`config.mk`:
```
export PLATFORM = sky130hd
export DESIGN_NAME = module_biquad_iir
export DESIGN_NICKNAME = d
export VERILOG_FILES = /design/src/rtl/module_biquad_iir.sv
export SDC_FILE = /design/constraint.sdc
export NUM_CORES = 1
export LEC_CHECK = 0
export CORE_ASPECT_RATIO = 0.7
export CORE_MARGIN = 5
export CORE_UTILIZATION = 51
export DETAILED_ROUTE_END_ITERATION = 16
export PLACE_DENSITY = 0.86
export SLEW_MARGIN = 10
export SYNTH_ARGS = -nofsm -noshare
export SYNTH_HDL_FRONTEND = slang
export SYNTH_SLANG_ARGS = --single-unit
```
`constraint.sdc`:
```
create_clock -name clk -period 12.8 [get_ports clk]
set_input_delay 1.28 -clock clk [delete_from_list [all_inputs] [get_ports clk]]
set_output_delay 1.28 -clock clk [all_outputs]
set_load 0.02 [all_outputs]
```
`src/rtl/module_biquad_iir.sv`:
```
// Direct-form-I biquad low-pass filter. The five products of each output sample are
// issued one per cycle to a shared DSP slice and accumulated as they return.
module module_biquad_iir #(
    parameter int DSP_LAT = 2,
    parameter int ACC_W   = 40
) (
    input  logic        clk,
    input  logic        reset_n,
    input  logic [89:0] coefs_flat,
    input  logic        coefs_valid,
    input  logic [17:0] sample_in,
    input  logic        sample_in_valid,
    output logic        sample_in_ready,
    output logic [17:0] sample_out,
    output logic        sample_out_valid,
    input  logic [83:0] dsp_outs_flat,
    output logic [91:0] dsp_ins_flat,
    output logic [1:0]  dbg_state
);

    // Handshake: a sample is taken on any edge where sample_in_valid and sample_in_ready
    // are both high; ready is high only in IDLE, and a valid while not ready is dropped.
    typedef enum logic [1:0] {
        S_IDLE  = 2'd0,
        S_ISSUE = 2'd1,
        S_DRAIN = 2'd2,
        S_OUT   = 2'd3
    } state_t;

    state_t             state_q, state_d;
    logic [3:0]         cnt_q, cnt_d;
    logic [89:0]        coef_act_q, coef_act_d;
    logic [89:0]        coef_pend_q, coef_pend_d;
    logic               pend_flag_q, pend_flag_d;
    logic [17:0]        x_q, x_d;
    logic [17:0]        x1_q, x1_d;
    logic [17:0]        x2_q, x2_d;
    logic [17:0]        y1_q, y1_d;
    logic [17:0]        y2_q, y2_d;
    logic [ACC_W-1:0]   acc_q, acc_d;
    logic [DSP_LAT-1:0] pipe_vld_q, pipe_vld_d;
    logic [DSP_LAT-1:0] pipe_sub_q, pipe_sub_d;
    logic [17:0]        sample_out_q, sample_out_d;
    logic               out_valid_q, out_valid_d;
    logic               ready_q, ready_d;
    logic [91:0]        dsp_ins_q, dsp_ins_d;

    logic [35:0]        m_raw;
    logic [ACC_W-1:0]   term;
    logic [17:0]        y_sat;
    logic [17:0]        a_sel;
    logic [17:0]        b_sel;
    logic               unused_p;

    assign m_raw    = dsp_outs_flat[83:48];
    assign term     = {{(ACC_W-36){m_raw[35]}}, m_raw};
    assign unused_p = ^dsp_outs_flat[47:0];

    always_comb begin
        state_d      = state_q;
        cnt_d        = cnt_q;
        coef_act_d   = coef_act_q;
        coef_pend_d  = coef_pend_q;
        pend_flag_d  = pend_flag_q;
        x_d          = x_q;
        x1_d         = x1_q;
        x2_d         = x2_q;
        y1_d         = y1_q;
        y2_d         = y2_q;
        acc_d        = acc_q;
        sample_out_d = sample_out_q;
        out_valid_d  = 1'b0;
        dsp_ins_d    = '0;
        a_sel        = '0;
        b_sel        = '0;
        y_sat        = '0;

        if (coefs_valid) begin
            coef_pend_d = coefs_flat;
            pend_flag_d = 1'b1;
        end

        // Tag pipeline mirrors the DSP latency so each returning m is matched to its issue.
        pipe_vld_d[0] = (state_q == S_ISSUE);
        pipe_sub_d[0] = (state_q == S_ISSUE) && (cnt_q == 4'd4);
        for (int i = 1; i < DSP_LAT; i++) begin
            pipe_vld_d[i] = pipe_vld_q[i-1];
            pipe_sub_d[i] = pipe_sub_q[i-1];
        end

        if (pipe_vld_q[DSP_LAT-1]) begin
            acc_d = pipe_sub_q[DSP_LAT-1] ? (acc_q - term) : (acc_q + term);
        end

        // acc is Q.32; the Q2.16 result fits only when bits above 33 all match the sign.
        if ((&acc_d[ACC_W-1:33]) || !(|acc_d[ACC_W-1:33])) begin
            y_sat = acc_d[33:16];
        end else begin
            y_sat = acc_d[ACC_W-1] ? 18'h20000 : 18'h1FFFF;
        end

        case (state_q)
            S_IDLE: begin
                if (sample_in_valid) begin
                    x_d     = sample_in;
                    acc_d   = '0;
                    cnt_d   = '0;
                    state_d = S_ISSUE;
                    if (coefs_valid) begin
                        coef_act_d = coefs_flat;
                    end else if (pend_flag_q) begin
                        coef_act_d  = coef_pend_q;
                        pend_flag_d = 1'b0;
                    end
                end
            end
            S_ISSUE: begin
                if (cnt_q == 4'd4) begin
                    cnt_d   = '0;
                    state_d = S_DRAIN;
                end else begin
                    cnt_d = cnt_q + 4'd1;
                end
            end
            S_DRAIN: begin
                if (cnt_q == 4'(DSP_LAT - 1)) begin
                    state_d      = S_OUT;
                    out_valid_d  = 1'b1;
                    sample_out_d = y_sat;
                    x2_d         = x1_q;
                    x1_d         = x_q;
                    y2_d         = y1_q;
                    y1_d         = y_sat;
                end else begin
                    cnt_d = cnt_q + 4'd1;
                end
            end
            default: begin
                state_d = S_IDLE;
            end
        endcase

        ready_d = (state_d == S_IDLE);

        // Operands are registered, so they are chosen from next-cycle state and coefs.
        if (state_d == S_ISSUE) begin
            case (cnt_d)
                4'd0: begin a_sel = coef_act_d[53:36]; b_sel = x_d;  end
                4'd1: begin a_sel = coef_act_d[35:18]; b_sel = x1_q; end
                4'd2: begin a_sel = coef_act_d[17:0];  b_sel = x2_q; end
                4'd3: begin a_sel = coef_act_d[89:72]; b_sel = y1_q; end
                4'd4: begin a_sel = coef_act_d[71:54]; b_sel = y2_q; end
                default: begin a_sel = '0; b_sel = '0; end
            endcase
            dsp_ins_d = {8'h00, a_sel, b_sel, 48'h0};
        end
    end

    always_ff @(posedge clk) begin
        if (!reset_n) begin
            state_q      <= S_IDLE;
            cnt_q        <= '0;
            coef_act_q   <= '0;
            coef_pend_q  <= '0;
            pend_flag_q  <= 1'b0;
            x_q          <= '0;
            x1_q         <= '0;
            x2_q         <= '0;
            y1_q         <= '0;
            y2_q         <= '0;
            acc_q        <= '0;
            pipe_vld_q   <= '0;
            pipe_sub_q   <= '0;
            sample_out_q <= '0;
            out_valid_q  <= 1'b0;
            ready_q      <= 1'b1;
            dsp_ins_q    <= '0;
        end else begin
            state_q      <= state_d;
            cnt_q        <= cnt_d;
            coef_act_q   <= coef_act_d;
            coef_pend_q  <= coef_pend_d;
            pend_flag_q  <= pend_flag_d;
            x_q          <= x_d;
            x1_q         <= x1_d;
            x2_q         <= x2_d;
            y1_q         <= y1_d;
            y2_q         <= y2_d;
            acc_q        <= acc_d;
            pipe_vld_q   <= pipe_vld_d;
            pipe_sub_q   <= pipe_sub_d;
            sample_out_q <= sample_out_d;
            out_valid_q  <= out_valid_d;
            ready_q      <= ready_d;
            dsp_ins_q    <= dsp_ins_d;
        end
    end

    assign sample_in_ready  = ready_q;
    assign sample_out       = sample_out_q;
    assign sample_out_valid = out_valid_q;
    assign dsp_ins_flat     = dsp_ins_q;
    assign dbg_state        = state_q;

endmodule
```
== After elaboration in Yosys (flattened, before gate mapping) ==
Cells that the tools add are included.
Storage, ports and cells
  bits in registers: 415
  bits of input ports: 196
  output and inout bits: 114
  word-level logic and storage cells: 68
Cells by class
  add/subtract/negate cells: 3
  equal/unequal tests: 9
  multiplexer cells: 28
  reductions and logical operators: 11
Operators with widths (count)
  $mux 90: 4
  $pmux 18 s5: 2
  $mux 40: 4
  $mux 18: 4
  $add 40x40->40: 1
  $sub 40x40->40: 1
  $mux 4: 3
  $pmux 4 s3: 1
  $eq 4x1->1 const B: 2
  $eq 4x2->1 const B: 2
  $eq 4x3->1 const B: 2
  $reduce_and 7->1: 1
  $reduce_or 7->1: 1
  $mux 1: 6
  $mux 2: 3
  $pmux 2 s3: 1
  $reduce_and 2->1: 3
  $add 4x1->4 const B: 1
  $eq 2x1->1 const B: 2
  $logic_not 2->1: 2
  $logic_not 4->1: 1
  $eq 2x2->1 const B: 1
  $logic_and 1x1->1: 1
  $logic_not 1->1: 1
  $logic_or 1x1->1: 1

== Logic depth before layout (Yosys ltp) ==
  depth in word-level cells: 7
  depth in mapped cells: 23
  mapped depth without buffers: 20

== Worst setup path before layout ==
OpenSTA, ideal clock, no wires.
  path kind: input to register
  from: input dsp_outs_flat[58]
  to: register sample_out_q[10], in the netlist sample_out[10]
  setup time: 0.128 ns
  arrival time: 5.990 ns
  data required time: 12.672 ns
  setup slack: 6.682 ns
  stages on the path: 19
  path buffers: 2
  cell sequence: or4_4 or4_4 or3_1 o21bai_1 o21ai_0 nor2_1 xor2_1 ha_1 clkbuf_1 nand2_1 nor2_1 nand2_1 or4b_1 o2111a_1 nor3_1 o31ai_1 o32ai_4 buf_6 a211oi_2
On the way
  word-level cells in the longest chain between the ends: 7
  elaborated cells on any way between the ends: 10
  classes of those cells: add/sub (2); mux (4); reduce/logical (4)
Ends and longest elaborated chain
  start, declared: RTL line 16  | input logic [83:0] dsp_outs_flat,
  $add 40x40->40 or $sub 40x40->40 (tied branches): RTL line 92  | acc_d = pipe_sub_q[DSP_LAT-1] ? (acc_q - term) : (acc_q + term);
  $mux 40 (*): RTL line 92
  $mux 40 (*): RTL line 91  | if (pipe_vld_q[DSP_LAT-1]) begin
  $reduce_or 7->1: RTL line 96  | if ((&acc_d[ACC_W-1:33]) || !(|acc_d[ACC_W-1:33])) begin
  $logic_not 1->1: RTL line 96
  $logic_or 1x1->1: RTL line 96
  $mux 18 (*): RTL line 96
  end signal, assigned: RTL line 192  | sample_out_q <= sample_out_d;
  end, declared: RTL line 43  | logic [17:0] sample_out_q, sample_out_d;
Every way passes the cells marked *; elsewhere a longest branch is shown, timed or not.
A chain may end at the register's enable or synchronous reset.

== Final worst setup path ==
  from: input dsp_outs_flat[58]
  to: register sample_out_q[4], in the netlist sample_out[4]
The elaborated chain is that of the path after synthesis.

==> flow_metrics.tcl <==
set metrics [dict create \
    postSynthAreaPerCell_um2 8.23 \
    crit_path_end_kind "flip-flop" \
    power.density_nw_per_um2 128 \
    synth-edff-count 0 \
    fin_nets 2574 \
    antenna_found_initial 4 \
    finalSetupViolations 0 \
    grt_overflow 0 \
    status "complete, no violations" \
    holdCritPathClass "flip-flop to flip-flop" \
    finalCritPeriodShare_pct 58.1 \
    critPathLaunchType "input pin" \
    drc 0 \
    finalCriticalPeriod_ns 7.44 \
    ctsResizeCount 0 \
    fp.dieW_um 237 \
    synth-simple-area-share_pct 17.3 \
    synth_top_family_by_area "compound AO/OA/AOI/OAI gates" \
    slew_headroom_pct 22.9 \
    die_area_um2 40000 \
    sw_frac_of_total_pct 27.6 \
    async_flop_share_pct 0 \
    area_growth_pct 17.6 \
    cts_tree "built" \
    grtUsageTotal_pct 27.5 \
    synth_top_area_share_pct 39.1 \
    place_inst 2776 \
    final-hold-violation-count 0 \
    drive_gt1_share_pct 5.25 \
    ys_ff_latch 359 \
    drt-initial-drc-count 1935 \
    grt_max_degree 108 \
    fin_setup_tns_ns 0 \
    row_count 58 \
    synth_area_leaders "dfxtp_1 39%, mux2i_1 10%, a21oi_1 6.8%, o22ai_1 6.6%, nor2_1 6.1%" \
    place_congestion 0.947 \
    yosys_most_used_dff "dfxtp_1" \
    vias_per_cell 6.12 \
    syn_area_um2 18400 \
    ir_drop_mv 0.107 \
    synth_compound_area_share_pct 21.1 \
    ys_seq_area_share_pct 39.1 \
    port_buffers 205 \
    holdWs_ns 0.439 \
    drv_cap 0 \
    clkTransAtPathRegs_ns 0.06 \
    cts_max_level 2 \
    cts_buffers 36 \
    dr_total_vias 17400 \
    wl_um 58400 \
    antennaDiodeCount 0 \
    seq_power_share_pct 43.4 \
    wl_per_cell_um 20.5 \
    grt_pass1_vias 16300 \
    comb_power_share_pct 16.7 \
    r2r_setup_slack_ns 7.38 \
    internal_power_w 0.00200 \
    p_clk_share_pct 40.0 \
    fin_skew_ns 0.0197 \
    dr.pass1.iters 6 \
    finalPower_w 0.00276 \
    ant_nets 0 \
    required_ns 13.15 \
    netlist_instances 2233 \
    synth-xor-area-share_pct 3.05 \
    hpwl_um 38900 \
    stdcell_count 2842 \
    power.switching_w 0.000762 \
    mostFrequentLayoutCells "357 x dfxtp_1, 300 x nor2_1, 249 x a21oi_1, 203 x clkdlybuf4s50_1, 194 x o22ai_1" \
    ios 310 \
    dieHeight_um 169 \
    synth_top_cell_by_area "dfxtp_1" \
    critPathMaxFanout 17 \
    ctsLongestPathBuffers 3 \
    yosysWarnings 0 \
    ys_types 77 \
    clock-sinks 359 \
    clk_latency_ns 0.54 \
    synthAdderAreaFrac_pct 3.04 \
    grt_pass1_wl_um 90700 \
    tightest_slew_ns 1.16 \
    critPathKind "input pin to flip-flop" \
    cts_hold_buf 0 \
    rsz0062_at_grt "false" \
    core-area_um2 35800 \
    slew_viol_final 0 \
    muxShareOfSynthArea_pct 10.1 \
    start_util_pct 51.4 \
    root_buffer "clkbuf_16" \
    postCtsSetupBuffers 0 \
    leakage_nw 8.46 \
    worstPathArrival_ns 7.79 \
    layout_commonest_cell "dfxtp_1" \
    timing.fmax_mhz 134 \
]
==> power groups by stage <==
stage          registers, W  logic [W]  clock network [W]
2_1_floorplan       0.00122   0.000293                  0
3_3_place_gp        0.00122   0.000432                  0
3_5_place_dp        0.00122   0.000445                  0
4_1_cts             0.00119   0.000449            0.00112
5_1_grt             0.00120   0.000491            0.00117
6_report            0.00120   0.000459            0.00110
==> cell type report <==
cell class | count | area (µm²)
fill | 2963 | 14200
multi-input combinational | 1690 | 10300
sequential | 359 | 7190
timing repair buffer | 225 | 2190
clock buffer | 50 | 1010
tap | 480 | 601
clock inverter | 16 | 213
inverter | 22 | 93.8
==> critical path: stages <==
cell and delay (ns):
clkdlybuf4s50_1 0.45, or4_4 0.57, or4_4 0.47, or3_1 0.39, o21bai_1 0.34, o21ai_0 0.27
nor2_1 0.20, xor2_1 0.30, ha_1 0.36, nand2_1 0.20, nor2_1 0.27, nand2_1 0.12
or4b_1 0.57, o2111a_1 0.26, nor3_1 0.43, nor4_1 0.20, a211oi_4 0.99, a211oi_1 0.13
==> synthesized netlist by cell type, drive strengths merged, types with 6 or more instances <==
cell / instances
o21ai: 78
or4: 7
and2: 92
nand4: 21
mux2i: 185
nand2: 186
inv: 20
nor2: 300
a21o: 13
a211oi: 42
clkbuf: 135
o21a: 7
o32ai: 7
xor2: 19
nor3: 26
ha: 43
a21oi: 251
o22ai: 194
buf: 82
or3: 6
xnor2: 45
nor4: 9
nand3: 13
nor2b: 6
dfxtp: 359
a31oi: 9
nor3b: 6
nand2b: 10
o21bai: 6
==> sequential cells by signal, summed over array words and instances, names as in the netlist <==
name,count
pipe_vld_q,2
cnt_q,4
sample_out_valid,1
x2_q,18
coef_act_q,90
x1_q,18
acc_q,40
pend_flag_q,1
pipe_sub_q,2
dsp_ins_flat,36
sample_out,18
sample_in_ready,1
coef_pend_q,90
x_q,18
y2_q,18
dbg_state,2
==> path summary, 6_finish.rpt <==
check / cells past startpoint / from / end
setup / recovery: 18 / dsp_outs_flat[58] / sample_out[4]
hold reg to reg: 1 / pipe_vld_q[0] / pipe_vld_q[1]
hold / removal: 1 / pipe_vld_q[0] / pipe_vld_q[1]
setup reg to reg: 15 / pipe_sub_q[1] / sample_out[4]
==> metrics by stage <==
stage	setup WS (ns)	cell area (µm²)	util [%]
6_report	5.36	21600	60.4
4_1_cts	5.48	21600	60.4
3_5_place_dp	4.93	20400	57.0
5_1_grt	5.10	21600	60.4
2_1_floorplan	6.68	18600	-
3_3_place_gp	5.04	20400	57.0
==> cells by family after synthesis <==
family / count (synthesis)
flops: 359
other cells: 1
xor+xnor: 64
compound gates: 642
simple gates: 698
buf+inv: 239
fa+ha+maj: 44
mux: 186
==> metal layers <==
metal	share of wire (%)	vias up	wire length, µm	track usage (%)
met2	43	910	25000	40.3
met4	2.7	8	1600	7.75
met3	9.5	139	5530	5.85
li1	-	8043	-	-
met5	0.089	-	52	0
met1	45	8280	26200	41.0
Note: power is estimated with default switching activity, not from simulation.
